File: src/rtl/if_prefetch_queue_pkg.sv
// Shared types and constants for the instruction-fetch prefetch queue.
package if_prefetch_queue_pkg;

   localparam int unsigned ADDR_W = 32;
   localparam int unsigned INST_W = 32;
   localparam int unsigned LEN_W  = 3;

   localparam logic [ADDR_W-1:0] IF_RESET_PC = 32'h0;
   localparam logic [1:0]        IF_PORT_ID  = 2'b01;

   typedef enum logic {
      IF_IDLE = 1'b0,
      IF_WAIT = 1'b1
   } if_state_e;

   function automatic logic [ADDR_W-1:0] align_pc(input logic [ADDR_W-1:0] a);
      return {a[ADDR_W-1:2], 2'b00};
   endfunction

endpackage

File: src/rtl/if_fifo.sv
// Synchronous FIFO with flush; head is read straight from registered storage.
module if_fifo #(
   parameter int unsigned WIDTH = 64,
   parameter int unsigned DEPTH = 4
) (
   input  logic                       i_clk,
   input  logic                       i_rst,
   input  logic                       i_push,
   input  logic                       i_pop,
   input  logic                       i_flush,
   input  logic [WIDTH-1:0]           i_data,
   output logic [WIDTH-1:0]           o_head,
   output logic [$clog2(DEPTH):0]     o_count,
   output logic                       o_full,
   output logic                       o_empty
);

   localparam int unsigned AW = $clog2(DEPTH);

   logic [WIDTH-1:0] r_mem [DEPTH];
   logic [AW-1:0]    r_rd_ptr;
   logic [AW-1:0]    r_wr_ptr;
   logic [AW:0]      r_count;

   always_ff @(posedge i_clk) begin
      if (i_rst) begin
         r_rd_ptr <= '0;
         r_wr_ptr <= '0;
         r_count  <= '0;
         for (int unsigned i = 0; i < DEPTH; i++) r_mem[i] <= '0;
      end else if (i_flush) begin
         r_rd_ptr <= '0;
         r_wr_ptr <= '0;
         r_count  <= '0;
      end else begin
         if (i_push) begin
            r_mem[r_wr_ptr] <= i_data;
            r_wr_ptr        <= r_wr_ptr + AW'(1);
         end
         if (i_pop) r_rd_ptr <= r_rd_ptr + AW'(1);
         r_count <= r_count + (AW+1)'(i_push) - (AW+1)'(i_pop);
      end
   end

   assign o_head  = r_mem[r_rd_ptr];
   assign o_count = r_count;
   assign o_full  = (r_count == (AW+1)'(DEPTH));
   assign o_empty = (r_count == '0);

endmodule

File: src/rtl/if_prefetch_queue.sv
// Instruction-fetch stage: one outstanding memory request, prefetching {pc, inst} into a queue.
module if_prefetch_queue
   import if_prefetch_queue_pkg::*;
#(
   parameter int unsigned QUEUE_DEPTH = 4,
   parameter logic [31:0] RESET_PC    = IF_RESET_PC,
   parameter int unsigned INST_BYTES  = 4,
   parameter logic [1:0]  PORT_ID     = IF_PORT_ID
) (
   input  logic        clk_in,
   input  logic        rst_in,
   input  logic        rdy_in,
   input  logic        jump,
   input  logic [31:0] next_addr,
   output logic        re,
   output logic [31:0] fetch_addr,
   output logic [2:0]  len_in_byte,
   output logic [1:0]  port_id,
   input  logic        mem_busy,
   input  logic        mem_done,
   input  logic [31:0] inst_in,
   input  logic        id_ready,
   output logic        inst_valid,
   output logic [31:0] inst_pc,
   output logic [31:0] inst
);

   localparam int unsigned CW = $clog2(QUEUE_DEPTH) + 1;
   localparam logic [CW-1:0] DEPTH_C = CW'(QUEUE_DEPTH);

   if_state_e   r_state, w_state_nxt;
   logic        r_re, w_re_nxt;
   logic [31:0] r_fetch_addr, w_fetch_addr_nxt;
   logic [31:0] r_fetch_pc, w_fetch_pc_nxt;
   logic        r_discard, w_discard_nxt;
   logic [31:0] w_issue_pc;

   logic          w_push, w_pop, w_flush;
   logic [CW-1:0] w_count, w_count_nxt;
   logic          w_full, w_empty;
   logic [63:0]   w_head;
   logic          w_unused;

   assign w_push      = rdy_in && (r_state == IF_WAIT) && mem_done && !r_discard && !jump;
   assign w_pop       = rdy_in && !w_empty && id_ready && !jump;
   assign w_flush     = rdy_in && jump;
   assign w_count_nxt = w_count + CW'(w_push) - CW'(w_pop);

   // A jump wins over everything; an outstanding request is marked for discard
   // unless its response lands in the same cycle.
   always_comb begin
      w_state_nxt      = r_state;
      w_re_nxt         = r_re;
      w_fetch_addr_nxt = r_fetch_addr;
      w_fetch_pc_nxt   = r_fetch_pc;
      w_discard_nxt    = r_discard;
      w_issue_pc       = r_fetch_pc;
      if (jump) begin
         w_fetch_pc_nxt = align_pc(next_addr);
         if (r_state == IF_WAIT && !mem_done) begin
            w_discard_nxt = 1'b1;
         end else begin
            w_state_nxt   = IF_IDLE;
            w_re_nxt      = 1'b0;
            w_discard_nxt = 1'b0;
         end
      end else begin
         case (r_state)
            IF_IDLE: begin
               if (!w_full) begin
                  w_state_nxt      = IF_WAIT;
                  w_re_nxt         = 1'b1;
                  w_fetch_addr_nxt = r_fetch_pc;
               end
            end
            IF_WAIT: begin
               if (mem_done) begin
                  w_issue_pc     = r_discard ? r_fetch_pc : (r_fetch_pc + 32'(INST_BYTES));
                  w_fetch_pc_nxt = w_issue_pc;
                  w_discard_nxt  = 1'b0;
                  if (w_count_nxt < DEPTH_C) begin
                     w_re_nxt         = 1'b1;
                     w_fetch_addr_nxt = w_issue_pc;
                  end else begin
                     w_state_nxt = IF_IDLE;
                     w_re_nxt    = 1'b0;
                  end
               end
            end
         endcase
      end
   end

   always_ff @(posedge clk_in) begin
      if (rst_in) begin
         r_state      <= IF_IDLE;
         r_re         <= 1'b0;
         r_fetch_addr <= '0;
         r_fetch_pc   <= RESET_PC;
         r_discard    <= 1'b0;
      end else if (rdy_in) begin
         r_state      <= w_state_nxt;
         r_re         <= w_re_nxt;
         r_fetch_addr <= w_fetch_addr_nxt;
         r_fetch_pc   <= w_fetch_pc_nxt;
         r_discard    <= w_discard_nxt;
      end
   end

   if_fifo #(
      .WIDTH (64),
      .DEPTH (QUEUE_DEPTH)
   ) u_fifo (
      .i_clk   (clk_in),
      .i_rst   (rst_in),
      .i_push  (w_push),
      .i_pop   (w_pop),
      .i_flush (w_flush),
      .i_data  ({r_fetch_addr, inst_in}),
      .o_head  (w_head),
      .o_count (w_count),
      .o_full  (w_full),
      .o_empty (w_empty)
   );

   // mem_busy only lengthens the wait for mem_done, so the fetch logic never looks at it.
   assign w_unused = mem_busy;

   assign re          = r_re;
   assign fetch_addr  = r_fetch_addr;
   assign len_in_byte = LEN_W'(INST_BYTES);
   assign port_id     = PORT_ID;
   assign inst_valid  = !w_empty;
   assign inst_pc     = w_head[63:32];
   assign inst        = w_head[31:0];

endmodule

File: config.mk
export PLATFORM = sky130hd
export DESIGN_NAME = if_prefetch_queue
export DESIGN_NICKNAME = d
export VERILOG_FILES = /design/src/rtl/if_prefetch_queue_pkg.sv /design/src/rtl/if_fifo.sv /design/src/rtl/if_prefetch_queue.sv
export SDC_FILE = /design/constraint.sdc
export NUM_CORES = 1
export LEC_CHECK = 0
export ABC_AREA = 1
export BUFFER_PORTS_ARGS = -buffer_cell sky130_fd_sc_hd__buf_4
export CAP_MARGIN = 20
export CORE_MARGIN = 2
export CORE_UTILIZATION = 41
export CTS_BUF_LIST = sky130_fd_sc_hd__clkbuf_8
export DETAILED_ROUTE_END_ITERATION = 12
export GPL_TIMING_DRIVEN = 1
export SYNTH_ARGS = -nofsm -noshare
export SYNTH_HDL_FRONTEND = slang
export SYNTH_SLANG_ARGS = --single-unit
File: constraint.sdc
create_clock -name clk_in -period 22.8 [get_ports clk_in]
set_input_delay 4.56 -clock clk_in [delete_from_list [all_inputs] [get_ports clk_in]]
set_output_delay 4.56 -clock clk_in [all_outputs]
set_load 0.03 [all_outputs]
==> qor.yml <==
worst_setup_path:
  cp-end-kind: "primary output"
  critPathLaunchType: "flip-flop"
  r2r-end: "fetch_addr[3]$_SDFFE_PP0P_"
  crit_chain: "clkinv_2 > buf_4 > o21ai_0 > o22ai_1 > buf_4"
  crit_required_ps: 18240
  crit_top_cell: "buf_4"
  cpPeakStageDelay_ps: 700
  ff2ff_setup_slack_ps: 19310
  r2r_start: "r_state$_SDFFE_PP0P_"
  crit_arrival_ps: 3170
  reg2regPathDepth: 15
  worstSetupPathType: "flip-flop to primary output"
  crit_fanout: 92
  critical_path.slowest_cell: "dfxtp_4"
placed_design:
  gp_congestion: 0.936
  dp_hpwl_um: 23500
  numPortBuffers: 163
worst_hold_path:
  hold_path.class: "flip-flop to flip-flop"
  min_from: "u_fifo.r_rd_ptr[1]$_SDFFE_PP0P_"
  holdPathStages: 2
cts:
  postCtsHoldBufs: 0
  cts_resized: 0
  cts_sinks: 324
  tritoncts: "done"
  clk_latency_ps: 610
  htree_levels: 2
  clock_path_buffers: 3
  clkTransAtPathRegs_ps: 60
  post_cts_buffers: 0
  clockRootBuffer: "clkbuf_8"
  cts_buffers: 53
yosys:
  synth.top_cell.area_share_pct: 50.0
  syn-mean-instance-area_um2: 9.25
  synthCells: 1636
  synth.largest_area_cell: "edfxtp_1"
  syn-cell-area_um2: 15100
  yosys-top-cells-area: "edfxtp_1, dfxtp_1, nor2_1"
  ys_seq_area_share_pct: 59.5
  netlist-cell-type-count: 39
  synth.ff_latch_count: 324
  ys_warn_count: 0
power:
  intPower_mw: 0.946
  ir_drop_v: 0.0000385
  p_per_area_nw_per_um2: 72.2
  pwr-share-clk_pct: 38.3
  leakagePower_nw: 6.97
  combPwrFrac_pct: 8.7
  p_switching_mw: 0.325
  p_sw_share_pct: 25.6
  p_seq_share_pct: 53.0
sta:
  fin_crit_ps: 7730
  slew_headroom_pct: 29.5
  maxSlewViolCount: 0
  rsz0062_at_grt: "false"
  fmax_mhz: 129
  worst_pin_slew_ps: 1060
  finalHoldViolCount: 0
  fin_crit_sh_pct: 33.9
  fin_skew_ps: 39.2
  setup-tns-final_ps: 0
  setup_viol: 0
floorplan:
  rows: 70
  die_h_um: 196
  coreArea_um2: 36400
  die_w_um: 196
  initial_utilization_pct: 41.5
  design.die.area_um2: 38500
  pin_count: 174
cells_and_area:
  area_growth_pct: 16.3
  drive_above_1_share_pct: 16.8
  layout_commonest_cell: "nor2_1"
  final_cell_mix: "nor2_1, edfxtp_1, nand2_1"
  fin_util_pct: 48.3
  antenna_cells: 0
  final_net_count: 1844
detailed_routing:
  route.detailed.drc: 0
  viasPerCell: 5.19
  drt_iter0_markers: 770
  num_vias: 11800
  wl_um: 40800
  dr.pass1.iters: 5
  detail-route-antenna-nets: 0
  routedWlPerCell_um: 17.9
global_route:
  antenna_found_initial: 0
  grt_pass1_wl_um: 63400
  grt_max_degree: 93
  grt_overflow: 0
  grt_usage_pct: 21.0
  grt_pass1_vias: 11600
run_status:
  status: "finished, final reports clean"
job:
  maxCapViolCount: 0
[power groups by stage]
stage / clock network [mW] / logic, mW / registers, mW
after floorplan: 0 / 0.0642 / 0.690
after global routing: 0.520 / 0.121 / 0.676
final: 0.487 / 0.111 / 0.673
after detailed placement: 0 / 0.111 / 0.686
after global placement: 0 / 0.111 / 0.685
after CTS: 0.497 / 0.112 / 0.673
[area by class of cell]
type | count | area, µm²
clock buffers | 57 | 785
flip-flops and latches | 324 | 9010
multi-input cells | 1066 | 5100
inverters | 146 | 553
fillers | 3474 | 18800
repair buffers | 178 | 1340
well taps | 468 | 586
clock inverters | 40 | 224
[kinds of logic after synthesis]
kind of cell    Yosys count  synth area share [%]
compound gates          332                  11.6
xor+xnor                 18                  1.04
fa+ha+maj                 4                 0.380
buf+inv                 255                  7.22
flops                   324                  59.5
mux                       1                0.0662
other cells               2                0.0496
simple gates            700                  20.1
[worst max path at each step]
stage | from | end | slack (ps) | cells after the start
after floorplan | jump | u_fifo.r_mem[3][0]$_DFFE_PP_ | 12530 | 8
after global placement | jump | fetch_addr[4]$_SDFFE_PP0P_ | 14800 | 15
after detailed placement | jump | fetch_addr[3]$_SDFFE_PP0P_ | 14780 | 15
after CTS | flip-flop | inst_pc[13] | 15000 | 5
after global routing | flip-flop | inst_pc[13] | 14800 | 5
final | flip-flop | inst[15] | 15070 | 5
[routing by layer]
layer  GRT usage, %  vias to the layer above  wire length [µm]
li1               -                     5748                 -
met1           28.7                     5667             18200
met2           34.8                      348             19200
met3           3.32                       63              2480
met4           6.23                        0               931
met5              0                        -                 0
[synth_stat cells, drive strengths merged]
library cell and n:
inv 143, nor2 406, nor3 51, nand3b 1, xor2 13, fa 1
or2 2, and2 1, nand3 39, o21bai 1, a21oi 88, o22ai 64
mux2i 1, nand4 11, clkinv 3, o21ai 178, dfxtp 72, buf 37
edfxtp 252, clkbuf 72, a31oi 1, xnor2 5, nand2 189, conb 2
ha 3
[stage by stage]
stage                     power, mW  hold WS [ps]  instance area (µm²)  setup WS, ps  instances
after floorplan               0.754           436                15200         12530       1645
after CTS                      1.28           463                17600         15000       2279
after detailed placement      0.797           452                16600         14780       2182
final                          1.27           462                17600         15070       2279
after global routing           1.32           486                17600         14800       2279
after global placement        0.796           447                16600         14800       2182
[registers in the layout, indices dropped and copies added, names as in the netlist, named ones only]
register / flops
fetch_addr: 30
r_discard: 1
r_fetch_pc: 30
r_state: 1
re: 1
u_fifo.o_count: 3
u_fifo.r_mem: 252
u_fifo.r_rd_ptr: 2
u_fifo.r_wr_ptr: 2
[worst max-delay path, delay by kind of cell, from the launching register on]
| kind | cells | cell delay (ps) |
|---|---|---|
| buffers and inverters | 3 | 1330 |
| flip-flops | 1 | 700 |
| AO/OA/AOI/OAI | 2 | 460 |
(Power assumes the default switching activity.)
